==> config.mk <==
export PLATFORM = sky130hd
export DESIGN_NAME = uart_tx_flat
export DESIGN_NICKNAME = d
export VERILOG_FILES = /design/src/rtl/uart_tx_if.sv /design/src/rtl/uart_tx.sv /design/src/flat_wrapper.sv
export SDC_FILE = /design/constraint.sdc
export NUM_CORES = 1
export LEC_CHECK = 0
export BUFFER_PORTS_ARGS = -buffer_cell sky130_fd_sc_hd__buf_2
export CAP_MARGIN = 20
export CORE_MARGIN = 2
export CORE_UTILIZATION = 49
export CTS_CLUSTER_SIZE = 8
export DETAILED_ROUTE_END_ITERATION = 10
export HOLD_SLACK_MARGIN = 0.08
export PLACE_DENSITY = 0.71
export SYNTH_ARGS = -nofsm -noshare
export SYNTH_HDL_FRONTEND = slang
export SYNTH_SLANG_ARGS = --single-unit
==> constraint.sdc <==
create_clock -name clk -period 2 [get_ports clk]
set_input_delay 0 -clock clk [delete_from_list [all_inputs] [get_ports clk]]
set_output_delay 0 -clock clk [all_outputs]
set_load 0.01 [all_outputs]
==> src/rtl/uart_tx_if.sv <==
// Host-side handshake bundle for the UART transmitter.
//   tx_start : request to send tx_data (sampled every clk)
//   tx_data  : byte to send, captured when the request is accepted
//   tx_busy  : high from acceptance until the frame ends
//   tx_done  : one-clk pulse when the last stop bit completes
// master = host logic, slave = uart_tx.
interface uart_tx_if;
  logic       tx_start;
  logic [7:0] tx_data;
  logic       tx_busy;
  logic       tx_done;

  modport master (
    output tx_start,
    output tx_data,
    input  tx_busy,
    input  tx_done
  );

  modport slave (
    input  tx_start,
    input  tx_data,
    output tx_busy,
    output tx_done
  );
endinterface

==> src/rtl/uart_tx.sv <==
// 8-bit asynchronous serial transmitter: LSB first, one start bit, optional
// parity bit, one or two stop bits. Every bit lasts 16 tick_16x pulses.
//   clk      : system clock
//   rst      : synchronous, active-high reset (aborts any frame in flight)
//   tick_16x : single-clk pulse at 16x the baud rate
//   tx_out   : serial line, idles high
//   bus      : start/data/busy/done handshake (uart_tx_if.slave)
// All outputs are registered.
module uart_tx #(
  parameter int unsigned PARITY_EN  = 0,
  parameter int unsigned PARITY_ODD = 0,
  parameter int unsigned STOP_BITS  = 1
) (
  input  logic       clk,
  input  logic       rst,
  input  logic       tick_16x,
  output logic       tx_out,
  uart_tx_if.slave   bus
);

  localparam int unsigned TICK_W   = 4;
  localparam int unsigned BIT_W    = 3;
  localparam int unsigned DATA_W   = 8;
  localparam int unsigned TICK_MAX = 15;
  localparam int unsigned BIT_MAX  = DATA_W - 1;
  // Anything other than 2 stop bits falls back to 1.
  localparam int unsigned STOP_N   = (STOP_BITS == 2) ? 2 : 1;
  localparam logic        PAR_EN   = (PARITY_EN != 0);
  localparam logic        PAR_ODD  = (PARITY_ODD != 0);

  typedef enum logic [2:0] {
    S_IDLE,
    S_START,
    S_DATA,
    S_PARITY,
    S_STOP
  } state_t;

  state_t              state;
  logic [TICK_W-1:0]   tick_count;
  logic [BIT_W-1:0]    bit_index;
  logic [DATA_W-1:0]   shift_reg;
  logic                parity_acc;
  logic                stop_count;
  logic                busy_q;
  logic                done_q;
  logic                bit_end;

  // Current bit finishes on the tick that sees the last count value.
  assign bit_end = tick_16x && (tick_count == TICK_W'(TICK_MAX));

  assign bus.tx_busy = busy_q;
  assign bus.tx_done = done_q;

  // Frame sequencer; the bit being sent is always shift_reg[0].
  always_ff @(posedge clk) begin
    if (rst) begin
      state      <= S_IDLE;
      tx_out     <= 1'b1;
      busy_q     <= 1'b0;
      done_q     <= 1'b0;
      tick_count <= '0;
      bit_index  <= '0;
      shift_reg  <= '0;
      parity_acc <= 1'b0;
      stop_count <= 1'b0;
    end else begin
      done_q <= 1'b0;

      // Bit timer runs only while a frame is in flight.
      if ((state != S_IDLE) && tick_16x) begin
        tick_count <= bit_end ? '0 : tick_count + TICK_W'(1);
      end

      case (state)
        S_IDLE: begin
          tx_out <= 1'b1;
          if (bus.tx_start && !busy_q) begin
            shift_reg  <= bus.tx_data;
            parity_acc <= 1'b0;
            tick_count <= '0;
            bit_index  <= '0;
            stop_count <= 1'b0;
            busy_q     <= 1'b1;
            tx_out     <= 1'b0;
            state      <= S_START;
          end
        end

        S_START: begin
          if (bit_end) begin
            tx_out <= shift_reg[0];
            state  <= S_DATA;
          end
        end

        S_DATA: begin
          if (bit_end) begin
            parity_acc <= parity_acc ^ shift_reg[0];
            if (bit_index != BIT_W'(BIT_MAX)) begin
              bit_index <= bit_index + BIT_W'(1);
              shift_reg <= {1'b0, shift_reg[DATA_W-1:1]};
              tx_out    <= shift_reg[1];
            end else if (PAR_EN) begin
              // Fold in bit 7 directly; parity_acc only updates on this edge.
              tx_out <= parity_acc ^ shift_reg[0] ^ PAR_ODD;
              state  <= S_PARITY;
            end else begin
              tx_out <= 1'b1;
              state  <= S_STOP;
            end
          end
        end

        S_PARITY: begin
          if (bit_end) begin
            tx_out <= 1'b1;
            state  <= S_STOP;
          end
        end

        S_STOP: begin
          tx_out <= 1'b1;
          if (bit_end) begin
            if (stop_count == 1'(STOP_N - 1)) begin
              stop_count <= 1'b0;
              busy_q     <= 1'b0;
              done_q     <= 1'b1;
              state      <= S_IDLE;
            end else begin
              stop_count <= stop_count + 1'b1;
            end
          end
        end

        default: begin
          tx_out <= 1'b1;
          busy_q <= 1'b0;
          state  <= S_IDLE;
        end
      endcase
    end
  end

endmodule

==> src/flat_wrapper.sv <==
// flat-port wrapper written by rule: the top's interface ports become plain ports
module uart_tx_flat 
#(
  parameter int unsigned PARITY_EN  = 0,
  parameter int unsigned PARITY_ODD = 0,
  parameter int unsigned STOP_BITS  = 1
)
  (clk, rst, tick_16x, tx_out, bus_tx_start, bus_tx_data, bus_tx_busy, bus_tx_done);
  uart_tx_if bus_i ();
  input  logic clk;
  input  logic rst;
  input  logic tick_16x;
  output logic tx_out;
  input wire logic [$bits(bus_i.tx_start)-1:0] bus_tx_start;
  input wire logic [$bits(bus_i.tx_data)-1:0] bus_tx_data;
  output wire logic [$bits(bus_i.tx_busy)-1:0] bus_tx_busy;
  output wire logic [$bits(bus_i.tx_done)-1:0] bus_tx_done;
  assign bus_i.tx_start = bus_tx_start;
  assign bus_i.tx_data = bus_tx_data;
  assign bus_tx_busy = bus_i.tx_busy;
  assign bus_tx_done = bus_i.tx_done;
  uart_tx #(.PARITY_EN(PARITY_EN), .PARITY_ODD(PARITY_ODD), .STOP_BITS(STOP_BITS)) u_core (.clk(clk), .rst(rst), .tick_16x(tick_16x), .tx_out(tx_out), .bus(bus_i));
endmodule
==> load_flow_metrics.sql, run 1 <==
INSERT INTO impl_metrics (metric_group, metric, value, unit) VALUES
('run_status', 'status', 'completed', ''),
('logic_synthesis', 'syn_nets', '127', ''),
('grt', 'gr-usage-all-layers', '18.9', '%'),
('route', 'detail_route.wirelength', '2.14', 'mm'),
('sta', 'worst_slew_margin_rel', '66.3', '%'),
('cts', 'cts_num_sinks', '21', ''),
('sta', 'timing_max_transition_violations_final', '0', ''),
('logic_synthesis', 'yosys_register_bits', '21', ''),
('sta', 'min_period_over_period', '95.3', '%'),
('logic_synthesis', 'synth_cell_types', '30', ''),
('die', 'dieWidth', '49.7', 'µm'),
('sta', 'peak_clock_frequency_supported_by_timing', '525', 'MHz'),
('logic_synthesis', 'mappedNetlistArea', '1020', 'µm²'),
('worst_setup_path', 'critPathRequiredTime', '2.21', 'ns'),
('cts', 'clockRootBuffer', 'clkbuf_4', ''),
('grt', 'grt_first_pass_wirelength', '3.59', 'mm'),
('worst_setup_path', 'timing.reg2reg.worst_path_depth', '7', ''),
('power_and_ir_drop', 'worst_ir_drop_vdd', '0.388', 'mV'),
('final_layout', 'finish.cell_count_without_fillers', '168', ''),
('worst_setup_path', 'r2r_slack', '0.09', 'ns'),
('sta', 'finalHoldViolations', '0', ''),
('placed_design', 'gp_routability_congestion', '0.746', ''),
('route', 'detailroute.via_count', '907', ''),
('logic_synthesis', 'ys.warnings.count', '0', ''),
('route', 'antenna_violating_nets_post_route', '0', ''),
('worst_hold_path', 'hold_class', 'in2reg', ''),
('logic_synthesis', 'dominantRegCellSynth', 'dfxtp_1', ''),
('route', 'drt-wirelength-per-cell', '12.7', 'µm'),
('placed_design', 'place_inst', '151', ''),
('final_layout', 'antenna_cells', '0', ''),
('sta', 'setup-violations-final', '0', ''),
('grt', 'pin_count_of_the_biggest_net_entering_global_routing', '23', ''),
('route', 'drtIter0Drc', '8', ''),
('sta', 'worst_pin_slew', '0.501', 'ns'),
('logic_synthesis', 'synthesis.area_per_instance', '9.15', 'µm²'),
('power_and_ir_drop', 'totalPowerFinal', '789', 'µW'),
('sta', 'grt_setup_unrepaired', 'false', ''),
('final_layout', 'fill_cells', '197', ''),
('cts', 'clk_path_buf_depth', '2', ''),
('placed_design', 'io_buffer_count', '14', ''),
('final_layout', 'synthToLayoutAreaGrowth', '25.6', '%'),
('grt', 'grt_pass1_vias', '836', ''),
('sta', 'fin_crit', '1.91', 'ns'),
('cts', 'cts.htree.levels', '1', ''),
('die', 'initial_utilization', '52.2', '%'),
('worst_setup_path', 'endpoint', 'u_core.shift_reg[1]$_SDFFE_PP0P_', ''),
('final_layout', 'layout.nets', '157', ''),
('logic_synthesis', 'synth_edf_count', '0', ''),
('worst_setup_path', 'origin_of_the_worst_setup_path', 'u_core.bit_index[0]$_SDFFE_PP0P_', ''),
('worst_setup_path', 'crit_path_end_kind', 'register', ''),
('die', 'rows', '16', ''),
('worst_setup_path', 'critical_path.reg2reg.startpoint', 'u_core.bit_index[0]$_SDFFE_PP0P_', ''),
('logic_synthesis', 'async_flop_share', '0', '%'),
('power_and_ir_drop', 'p_leak', '0.000488', 'µW'),
('logic_synthesis', 'yosysTopAreaCellShare', '41.0', '%'),
('worst_setup_path', 'cp_max_fo', '5', ''),
('logic_synthesis', 'synth.top_cells.by_area', 'dfxtp_1 41%, mux2i_1 7.8%, nor2_1 7.7%', ''),
('die', 'die-height', '49.7', 'µm'),
('run', 'maxCapViolCount', '0', ''),
('route', 'drt_first_pass_iters', '4', ''),
('worst_setup_path', 'critical_path_arrival', '2.11', 'ns'),
('final_layout', 'largest_register_ffs', '8', ''),
('route', 'viasPerCell', '5.40', ''),
('worst_setup_path', 'reg2reg_to', 'u_core.shift_reg[1]$_SDFFE_PP0P_', ''),
('logic_synthesis', 'synth.top_cells.by_count', '21 x dfxtp_1, 21 x nor2_1, 10 x nor3_1', ''),
('die', 'coreArea', '1960', 'µm²'),
('placed_design', 'dp.final_hpwl', '1.39', 'mm'),
('logic_synthesis', 'yosysSeqAreaShare', '41.0', '%'),
('route', 'drc_violation_count_after_routing', '0', ''),
('power_and_ir_drop', 'power_density', '613', 'nW/µm²'),
('logic_synthesis', 'post_synth_inst_count', '112', '');
through the flow:
step	area (µm²)	hold WS [ns]	setup WS [ns]	TNS, ns	util, %
floorplan	1020	0.161	0.0748	0	-
detailed placement	1120	0.284	-0.110	-0.588	57.3
global route	1290	0.137	0.0204	0	65.6
global placement	1120	0.253	0.00386	0	57.3
finish	1290	0.112	0.0936	0	65.6
CTS	1250	0.0971	0.00324	0	63.6
cells by family after synthesis:
logic type	synth area share, %
buffers and inverters	4.52
XOR/XNOR	0.855
multiplexers	7.81
flip-flops	41.0
adder cells (fa/ha/maj)	3.66
AND/OR/NAND/NOR	20.5
AO/OA/AOI/OAI	21.6
what timing repair did:
item	CTS	global route
resized for setup	1	6
endpoints found under the setup margin	7	7
endpoints found under the hold margin	8	0
hold buffers	8	0
gates cloned	0	1
pin swaps	2	4
buffers inserted	2	2
worst min path at each step:
stage	startpoint	endpoint	slack [ns]	cells after the start
2_1_floorplan	bus_tx_data[7]	u_core.shift_reg[7]$_SDFFE_PP0P_	0.16	2
3_3_place_gp	bus_tx_data[7]	u_core.shift_reg[7]$_SDFFE_PP0P_	0.25	3
6_report	rst	u_core.bus.tx_busy$_SDFFE_PP0P_	0.11	2
4_1_cts	bus_tx_start	u_core.bus.tx_busy$_SDFFE_PP0P_	0.1	4
5_1_grt	rst	u_core.bus.tx_busy$_SDFFE_PP0P_	0.14	2
3_5_place_dp	bus_tx_data[7]	u_core.shift_reg[7]$_SDFFE_PP0P_	0.28	3
report_power, final:
group          total [µW]  internal (µW)  switching [µW]
clock network         193           77.5             116
registers             456            441            15.4
logic                 140           71.8            68.2
total                 789            590             199
cell type report:
| type | instances | area (µm²) | share of cell area [%] |
|---|---|---|---|
| multi-input combinational | 83 | 572 | 44.4 |
| clock buffer | 4 | 26.3 | 2.04 |
| tap | 27 | 33.8 | 2.62 |
| sequential | 21 | 422 | 32.8 |
| inverter | 1 | 3.75 | 0.292 |
| timing repair buffer | 32 | 230 | 17.9 |
routing by layer:
metal / track usage [%] / part of all wire (%)
met4: 6.94 / 0.65
met1: 22.7 / 46
met5: 0 / 0
met2: 33.3 / 51
met3: 3.64 / 2.6
critical path, cell delays in order, from the launching register on:
cell and delay [ns]:
dfxtp_2 0.34, ha_2 0.18, ha_2 0.19, or4b_4 0.55, o22ai_4 0.21, buf_6 0.14, nor2_1 0.04, a211oi_1 0.18
layout by cell type, fill, tap and decap left out:
| cell type | n |
|---|---|
| nand2b_1 | 2 |
| nand2_1 | 4 |
| nor3_1 | 10 |
| o21a_1 | 2 |
| clkbuf_4 | 3 |
| a31oi_1 | 1 |
| nor2_2 | 1 |
| nand3_1 | 1 |
| o22a_1 | 1 |
| o31ai_1 | 2 |
| nor2_1 | 21 |
| mux2i_1 | 8 |
| nand4_1 | 2 |
| o21ai_0 | 1 |
| ha_2 | 2 |
| xnor2_1 | 1 |
| dlygate4sd3_1 | 8 |
| a21oi_1 | 3 |
| nor4_1 | 1 |
| buf_2 | 15 |
| inv_1 | 1 |
| buf_6 | 2 |
| ha_1 | 1 |
| a22oi_1 | 4 |
| dfxtp_1 | 20 |
| a21o_1 | 2 |
| or4b_4 | 2 |
| a221oi_1 | 1 |
| clkbuf_1 | 1 |
| a211oi_1 | 5 |
| dfxtp_2 | 1 |
| o22ai_4 | 1 |
| a211oi_2 | 4 |
| buf_4 | 7 |
No activity file was read; power rests on OpenSTA's default activity.
==> run 2: changes to the inputs <==
CORE_ASPECT_RATIO = 1.25   (was unset)
==> load_flow_metrics.sql, run 2 (synthesis results as in run 1) <==
INSERT INTO impl_metrics (metric_group, metric, value, unit) VALUES
('grt', 'grt_first_pass_wirelength', '3.63', 'mm'),
('placed_design', 'placement.cell_area', '1140', 'µm²'),
('route', 'detail_route.wirelength', '2.22', 'mm'),
('final_layout', 'antenna_cells', '0', ''),
('die', 'dieWidth', '44.9', 'µm'),
('power_and_ir_drop', 'worst_ir_drop_vdd', '0.407', 'mV'),
('die', 'die-area', '2480', 'µm²'),
('placed_design', 'place_inst', '147', ''),
('run_status', 'status', 'completed', ''),
('sta', 'fin_crit', '1.94', 'ns'),
('worst_setup_path', 'critPathRequiredTime', '2.19', 'ns'),
('worst_setup_path', 'timing_worst_setup_path_type', 'reg2reg', ''),
('cts', 'clockRootBuffer', 'clkbuf_4', ''),
('die', 'rows', '18', ''),
('cts', 'tritoncts', 'done', ''),
('worst_setup_path', 'startpoint_type', 'register', ''),
('sta', 'worst_pin_slew', '0.514', 'ns'),
('power_and_ir_drop', 'power.sequential.fraction', '57.3', '%'),
('final_layout', 'largest_register_ffs', '8', ''),
('die', 'io_pins', '15', ''),
('power_and_ir_drop', 'p_switching', '209', 'µW'),
('final_layout', 'finish.cell_count_without_fillers', '162', ''),
('grt', 'grt_pass1_vias', '862', ''),
('worst_hold_path', 'hold_class', 'in2reg', ''),
('worst_setup_path', 'critical_path_arrival', '2.13', 'ns'),
('final_layout', 'share_of_cells_above_drive_strength_1', '29.6', '%'),
('cts', 'clock_input_transition_at_the_sequential_cells_of_the_worst_setup_and_hold_paths', '0.12', 'ns'),
('route', 'drtIter0Drc', '14', ''),
('sta', 'worst_slew_margin_rel', '65.4', '%'),
('power_and_ir_drop', 'p_leak', '0.000498', 'µW'),
('sta', 'finalClockSkew', '0.0120', 'ns'),
('grt', 'pin_count_of_the_biggest_net_entering_global_routing', '23', ''),
('route', 'drt_first_pass_iters', '4', ''),
('route', 'drc_violation_count_after_routing', '0', ''),
('final_layout', 'fin_area', '1310', 'µm²'),
('grt', 'grt-ovfl-total', '0', ''),
('route', 'drt-wirelength-per-cell', '13.7', 'µm'),
('cts', 'cts_num_sinks', '21', ''),
('final_layout', 'synthToLayoutAreaGrowth', '28.2', '%'),
('cts', 'cts-buffers-inserted', '3', ''),
('worst_setup_path', 'crit_path_end_kind', 'register', ''),
('sta', 'setup-violations-final', '0', ''),
('sta', 'peak_clock_frequency_supported_by_timing', '516', 'MHz'),
('placed_design', 'io_buffer_count', '14', ''),
('power_and_ir_drop', 'power.share.switching', '26.2', '%'),
('die', 'initial_utilization', '51.7', '%'),
('cts', 'clk_path_buf_depth', '2', ''),
('sta', 'timing_max_transition_violations_final', '0', ''),
('cts', 'cts.htree.levels', '1', ''),
('run', 'maxCapViolCount', '0', ''),
('worst_setup_path', 'path_common_cell', 'ha_4', ''),
('grt', 'gr-usage-all-layers', '20.1', '%'),
('die', 'coreArea', '1980', 'µm²'),
('cts', 'clk_latency', '0.30', 'ns'),
('route', 'detailroute.via_count', '955', ''),
('worst_setup_path', 'crit_chain', 'ha_4, ha_4, or4b_4, buf_6, o22a_1, a21oi_1, nor2_1', ''),
('final_layout', 'mostFrequentLayoutCell', 'nor2_1', ''),
('placed_design', 'dp.final_hpwl', '1.46', 'mm'),
('final_layout', 'mostFrequentLayoutCells', '21 x nor2_1, 19 x dfxtp_1, 14 x buf_2', ''),
('final_layout', 'layout.nets', '158', ''),
('route', 'viasPerCell', '5.90', ''),
('placed_design', 'gp_routability_congestion', '0.713', ''),
('sta', 'setup_total_negative_slack', '0', 'ns'),
('worst_setup_path', 'cp_max_fo', '4', ''),
('grt', 'antenna_found_initial', '0', ''),
('power_and_ir_drop', 'power_density', '607', 'nW/µm²'),
('power_and_ir_drop', 'internal_power', '588', 'µW'),
('worst_setup_path', 'crit_slowest_cell', 'or4b_4', ''),
('worst_setup_path', 'timing.critical_path.slowest_cell_delay', '0.54', 'ns'),
('sta', 'finalHoldViolations', '0', ''),
('placed_design', 'detailedPlace.worstSlack', '-0.0271', 'ns'),
('power_and_ir_drop', 'p_comb_share', '17.1', '%'),
('power_and_ir_drop', 'power_frac_clock', '25.6', '%'),
('die', 'die-height', '55.1', 'µm'),
('sta', 'final.setup.worst_slack', '0.0625', 'ns'),
('sta', 'min_period_over_period', '96.9', '%'),
('route', 'antenna_violating_nets_post_route', '0', '');
run 2: critical path: cells and delay by family, from the launching register on:
family,cells,cell delay [ns]
adders and majority gates,2,0.32
DFF,1,0.36
AOI/OAI and AO/OA,2,0.40
buffers and inverters,1,0.14
and+or+nand+nor,2,0.60
run 2: layout make-up:
cell class,count,area (µm²)
Multi-Input combinational cell,83,592
Timing Repair Buffer,33,244
Fill cell,161,668
Sequential cell,21,423
Inverter,1,3.75
Clock buffer,4,26.3
Tap cell,20,25.0
run 2: stage by stage:
stage | total power (µW) | hold WS (ns) | util, %
6_report | 797 | 0.0944 | 66.3
4_1_cts | 797 | 0.0957 | 63.5
5_1_grt | 839 | 0.104 | 66.3
2_1_floorplan | 551 | 0.161 | -
3_3_place_gp | 576 | 0.268 | 57.4
3_5_place_dp | 581 | 0.275 | 57.4
run 2: final timing paths:
| check | cells past startpoint | startpoint | slack (ns) | to |
|---|---|---|---|---|
| setup / recovery | 7 | u_core.bit_index[0]$_SDFFE_PP0P_ | 0.06 | u_core.bit_index[0]$_SDFFE_PP0P_ |
| hold / removal | 3 | bus_tx_data[4] | 0.09 | u_core.shift_reg[4]$_SDFFE_PP0P_ |
| setup reg to reg | 7 | u_core.bit_index[0]$_SDFFE_PP0P_ | 0.06 | u_core.bit_index[0]$_SDFFE_PP0P_ |
| hold reg to reg | 2 | u_core.shift_reg[2]$_SDFFE_PP0P_ | 0.50 | u_core.shift_reg[2]$_SDFFE_PP0P_ |
run 2: per-layer routing:
layer / GRT usage, % / up-vias / wire, µm
met5: 0 / - / 0
met4: 8.33 / 0 / 35
met3: 2.60 / 4 / 69
met2: 38.2 / 23 / 1210
met1: 22.2 / 453 / 912
li1: - / 475 / -
run 2: timing repair:
item	CTS	global route
hold endpoints to repair	6	0
setup endpoints to repair	11	11
hold buffers	6	0
resized for setup	3	6
buffers inserted	2	3
pin swaps	3	4
run 2: power by group through the flow:
stage / sequential [µW] / combinational (µW) / clock [µW]
2_1_floorplan: 463 / 87.8 / 0
3_3_place_gp: 465 / 111 / 0
3_5_place_dp: 466 / 115 / 0
4_1_cts: 456 / 136 / 205
5_1_grt: 460 / 154 / 225
6_report: 457 / 137 / 204
==> run 3: changes to the inputs <==
ABC_AREA = 1   (was unset)
PLACE_DENSITY = 0.7   (was 0.71)
==> load_flow_metrics.sql, run 3 <==
INSERT INTO impl_metrics (metric_group, metric, value, unit) VALUES
('run_status', 'status', 'completed', ''),
('cts', 'buffer_count_from_post_cts_setup_fixing', '0', ''),
('power_and_ir_drop', 'worst_ir_drop_vdd', '0.721', 'mV'),
('cts', 'tritoncts', 'done', ''),
('cts', 'clockRootBuffer', 'clkbuf_4', ''),
('logic_synthesis', 'yosysSeqAreaShare', '38.8', '%'),
('logic_synthesis', 'yosysTopAreaCellShare', '38.8', '%'),
('logic_synthesis', 'synth.most_common_cell', 'nor2_1', ''),
('sta', 'grt_setup_unrepaired', 'false', ''),
('worst_setup_path', 'critical_path_arrival', '1.84', 'ns'),
('power_and_ir_drop', 'power_density', '1410', 'nW/µm²'),
('worst_hold_path', 'hold-path-cell-count', '5', ''),
('final_layout', 'mostFrequentLayoutCells', '41 x nor2_1, 40 x nand2_1, 21 x dfxtp_1', ''),
('worst_hold_path', 'hold_class', 'in2reg', ''),
('route', 'detailroute.via_count', '1038', ''),
('sta', 'min_period_over_period', '81.9', '%'),
('logic_synthesis', 'dominantRegCellSynth', 'dfxtp_1', ''),
('die', 'coreArea', '2140', 'µm²'),
('final_layout', 'antenna_cells', '0', ''),
('logic_synthesis', 'post_synth_and_or_nand_nor_area_fraction', '37.2', '%'),
('grt', 'grt_first_pass_wirelength', '3.86', 'mm'),
('grt', 'grt-busiest-layer', 'met2', ''),
('sta', 'worst_slew_margin_rel', '80.4', '%'),
('worst_hold_path', 'hold-path-endpoint', 'u_core.bus.tx_busy$_SDFFE_PP0P_', ''),
('logic_synthesis', 'syn_nets', '183', ''),
('final_layout', 'layout.nets', '208', ''),
('placed_design', 'placement.cell_area', '1150', 'µm²'),
('logic_synthesis', 'yosys_register_bits', '21', ''),
('worst_setup_path', 'critPathRequiredTime', '2.20', 'ns'),
('logic_synthesis', 'synth_edf_count', '0', ''),
('die', 'die-height', '56.5', 'µm'),
('worst_setup_path', 'r2r_slack', '0.36', 'ns'),
('grt', 'grt_pass1_vias', '1018', ''),
('worst_setup_path', 'timing.reg2reg.worst_path_depth', '8', ''),
('power_and_ir_drop', 'power_frac_clock', '11.5', '%'),
('die', 'rows', '19', ''),
('worst_setup_path', 'crit_path_end_kind', 'register', ''),
('placed_design', 'io_buffer_count', '14', ''),
('route', 'drt-wirelength-per-cell', '10.1', 'µm'),
('final_layout', 'mostFrequentLayoutCell', 'nor2_1', ''),
('worst_setup_path', 'reg2reg_to', 'u_core.shift_reg[1]$_SDFFE_PP0P_', ''),
('placed_design', 'dp.final_hpwl', '1.61', 'mm'),
('worst_setup_path', 'cp_max_fo', '14', ''),
('sta', 'setup-violations-final', '0', ''),
('final_layout', 'fin_area', '1270', 'µm²'),
('final_layout', 'share_of_cells_above_drive_strength_1', '13.0', '%'),
('placed_design', 'gp_routability_congestion', '0.814', ''),
('sta', 'setup_total_negative_slack', '0', 'ns'),
('final_layout', 'fill_cells', '219', ''),
('final_layout', 'register_area', '420', 'µm²'),
('sta', 'final.hold.worst_slack', '0.134', 'ns'),
('logic_synthesis', 'async_flop_share', '0', '%'),
('logic_synthesis', 'muxShareOfSynthArea', '0', '%'),
('die', 'die-area', '2600', 'µm²'),
('die', 'io_pins', '15', ''),
('run', 'maxCapViolCount', '0', ''),
('worst_setup_path', 'critical_path.reg2reg.startpoint', 'u_core.state[2]$_SDFFE_PP0P_', ''),
('logic_synthesis', 'synth-xor-area-share', '0', '%'),
('placed_design', 'place_inst', '199', ''),
('logic_synthesis', 'synthesis.area_per_instance', '6.44', 'µm²'),
('sta', 'timing_max_transition_violations_final', '0', ''),
('logic_synthesis', 'synth.top_cells.by_count', '41 x nor2_1, 40 x nand2_1, 21 x dfxtp_1', ''),
('power_and_ir_drop', 'power.share.switching', '46.2', '%'),
('logic_synthesis', 'post-synth-top-area-cell', 'dfxtp_1', ''),
('power_and_ir_drop', 'p_switching', '831', 'µW'),
('logic_synthesis', 'post_synth_fa_ha_maj_area_fraction', '3.47', '%'),
('sta', 'finalHoldViolations', '0', ''),
('cts', 'cts_num_sinks', '21', ''),
('worst_setup_path', 'startpoint_type', 'register', ''),
('logic_synthesis', 'post_synth_inst_count', '168', ''),
('route', 'detail_route.wirelength', '2.15', 'mm'),
('logic_synthesis', 'ys.warnings.count', '0', ''),
('sta', 'worst_pin_slew', '0.294', 'ns'),
('sta', 'fin_crit', '1.64', 'ns'),
('power_and_ir_drop', 'p_comb_share', '50.5', '%'),
('grt', 'grtUsageMet3', '3.86', '%'),
('cts', 'clk_path_buf_depth', '2', ''),
('logic_synthesis', 'synth.top_cells.by_area', 'dfxtp_1 39%, nor2_1 14%, nand2_1 14%', ''),
('logic_synthesis', 'mappedNetlistArea', '1080', 'µm²'),
('worst_hold_path', 'worst_hold_startpoint', 'bus_tx_start', ''),
('sta', 'peak_clock_frequency_supported_by_timing', '611', 'MHz'),
('route', 'drc_violation_count_after_routing', '0', ''),
('grt', 'pin_count_of_the_biggest_net_entering_global_routing', '15', ''),
('cts', 'clock_input_transition_at_the_sequential_cells_of_the_worst_setup_and_hold_paths', '0.12', 'ns'),
('cts', 'cts-buffers-inserted', '3', ''),
('power_and_ir_drop', 'power.sequential.fraction', '38.0', '%'),
('route', 'antenna_violating_nets_post_route', '0', ''),
('grt', 'grt-ovfl-total', '0', ''),
('worst_setup_path', 'timing_worst_setup_path_type', 'reg2reg', ''),
('grt', 'grt_use_met1', '20.8', '%'),
('power_and_ir_drop', 'internal_power', '970', 'µW'),
('power_and_ir_drop', 'p_leak', '0.000617', 'µW'),
('route', 'viasPerCell', '4.87', ''),
('route', 'drt_first_pass_iters', '3', ''),
('die', 'initial_utilization', '50.6', '%'),
('cts', 'clk_latency', '0.30', 'ns'),
('die', 'dieWidth', '46.0', 'µm'),
('logic_synthesis', 'synth_cell_types', '19', ''),
('grt', 'gr-usage-all-layers', '19.8', '%'),
('grt', 'grtUsageMet2', '34.7', '%'),
('cts', 'cts.htree.levels', '1', ''),
('logic_synthesis', 'synth_top_family_by_area', 'simple AND/OR/NAND/NOR gates', ''),
('final_layout', 'synthToLayoutAreaGrowth', '17.7', '%'),
('logic_synthesis', 'synth_compound_gate_area_share', '10.6', '%'),
('grt', 'antenna_found_initial', '0', ''),
('route', 'drtIter0Drc', '7', ''),
('final_layout', 'multi_input_area', '556', 'µm²'),
('final_layout', 'largest_register_ffs', '8', ''),
('sta', 'finalClockSkew', '0.00607', 'ns'),
('final_layout', 'finish.cell_count_without_fillers', '213', '');
==> run 3: per-layer routing <==
| layer | vias to the layer above | wire length, µm |
|---|---|---|
| li1 | 568 | - |
| met1 | 446 | 938 |
| met2 | 20 | 1120 |
| met3 | 4 | 65 |
| met4 | 0 | 26 |
| met5 | - | 0 |
==> run 3: worst max-delay path, cell delays in order, from the launching register on <==
cell,delay [ns]
dfxtp_1,0.36
inv_2,0.12
nand3_2,0.27
nor2_1,0.23
nor2_1,0.07
nand2_2,0.17
inv_2,0.13
nor2_1,0.11
nor2_1,0.05
==> run 3: cells by family (layout without fill, tap and decap cells) <==
kind of cell,count (synthesis),count (layout)
AOI/OAI and AO/OA,23,23
adders and majority gates,3,3
DFF,21,21
buffers and inverters,24,48
and+or+nand+nor,97,97
==> run 3: how the worst max path moves through the flow <==
stage	start	to	cells past startpoint
floorplan	u_core.bit_index[0]$_SDFFE_PP0P_	u_core.shift_reg[1]$_SDFFE_PP0P_	9
global placement	u_core.state[2]$_SDFFE_PP0P_	u_core.shift_reg[7]$_SDFFE_PP0P_	8
detailed placement	u_core.state[2]$_SDFFE_PP0P_	u_core.shift_reg[1]$_SDFFE_PP0P_	8
CTS	u_core.state[2]$_SDFFE_PP0P_	u_core.shift_reg[1]$_SDFFE_PP0P_	8
global route	u_core.state[2]$_SDFFE_PP0P_	u_core.shift_reg[7]$_SDFFE_PP0P_	8
finish	u_core.state[2]$_SDFFE_PP0P_	u_core.shift_reg[1]$_SDFFE_PP0P_	8
==> run 3: area by class of cell <==
| type | instances | share of cell area (%) |
|---|---|---|
| clock buffer | 4 | 2.06 |
| inverter | 20 | 5.89 |
| multi-input combinational | 123 | 43.6 |
| sequential | 21 | 33.0 |
| tap | 21 | 2.06 |
| timing repair buffer | 24 | 13.4 |
==> run 3: stage by stage <==
step	total power (µW)	setup WS [ns]	util (%)
global placement	1570	0.418	53.6
finish	1800	0.362	59.5
global route	2010	0.188	59.5
CTS	1820	0.349	59.5
floorplan	1490	0.627	-
detailed placement	1600	0.369	53.6
==> run 3: power by group through the flow <==
| stage | clock, µW | combinational, µW | sequential [µW] |
|---|---|---|---|
| 2_1_floorplan | 0 | 807 | 679 |
| 3_3_place_gp | 0 | 881 | 688 |
| 3_5_place_dp | 0 | 904 | 695 |
| 4_1_cts | 213 | 921 | 685 |
| 5_1_grt | 231 | 1070 | 706 |
| 6_report | 207 | 909 | 685 |
==> run 3: timing repair <==
action                    CTS  global route
gates resized for setup     0             0
hold buffers               10             0
hold endpoints to repair   16             0
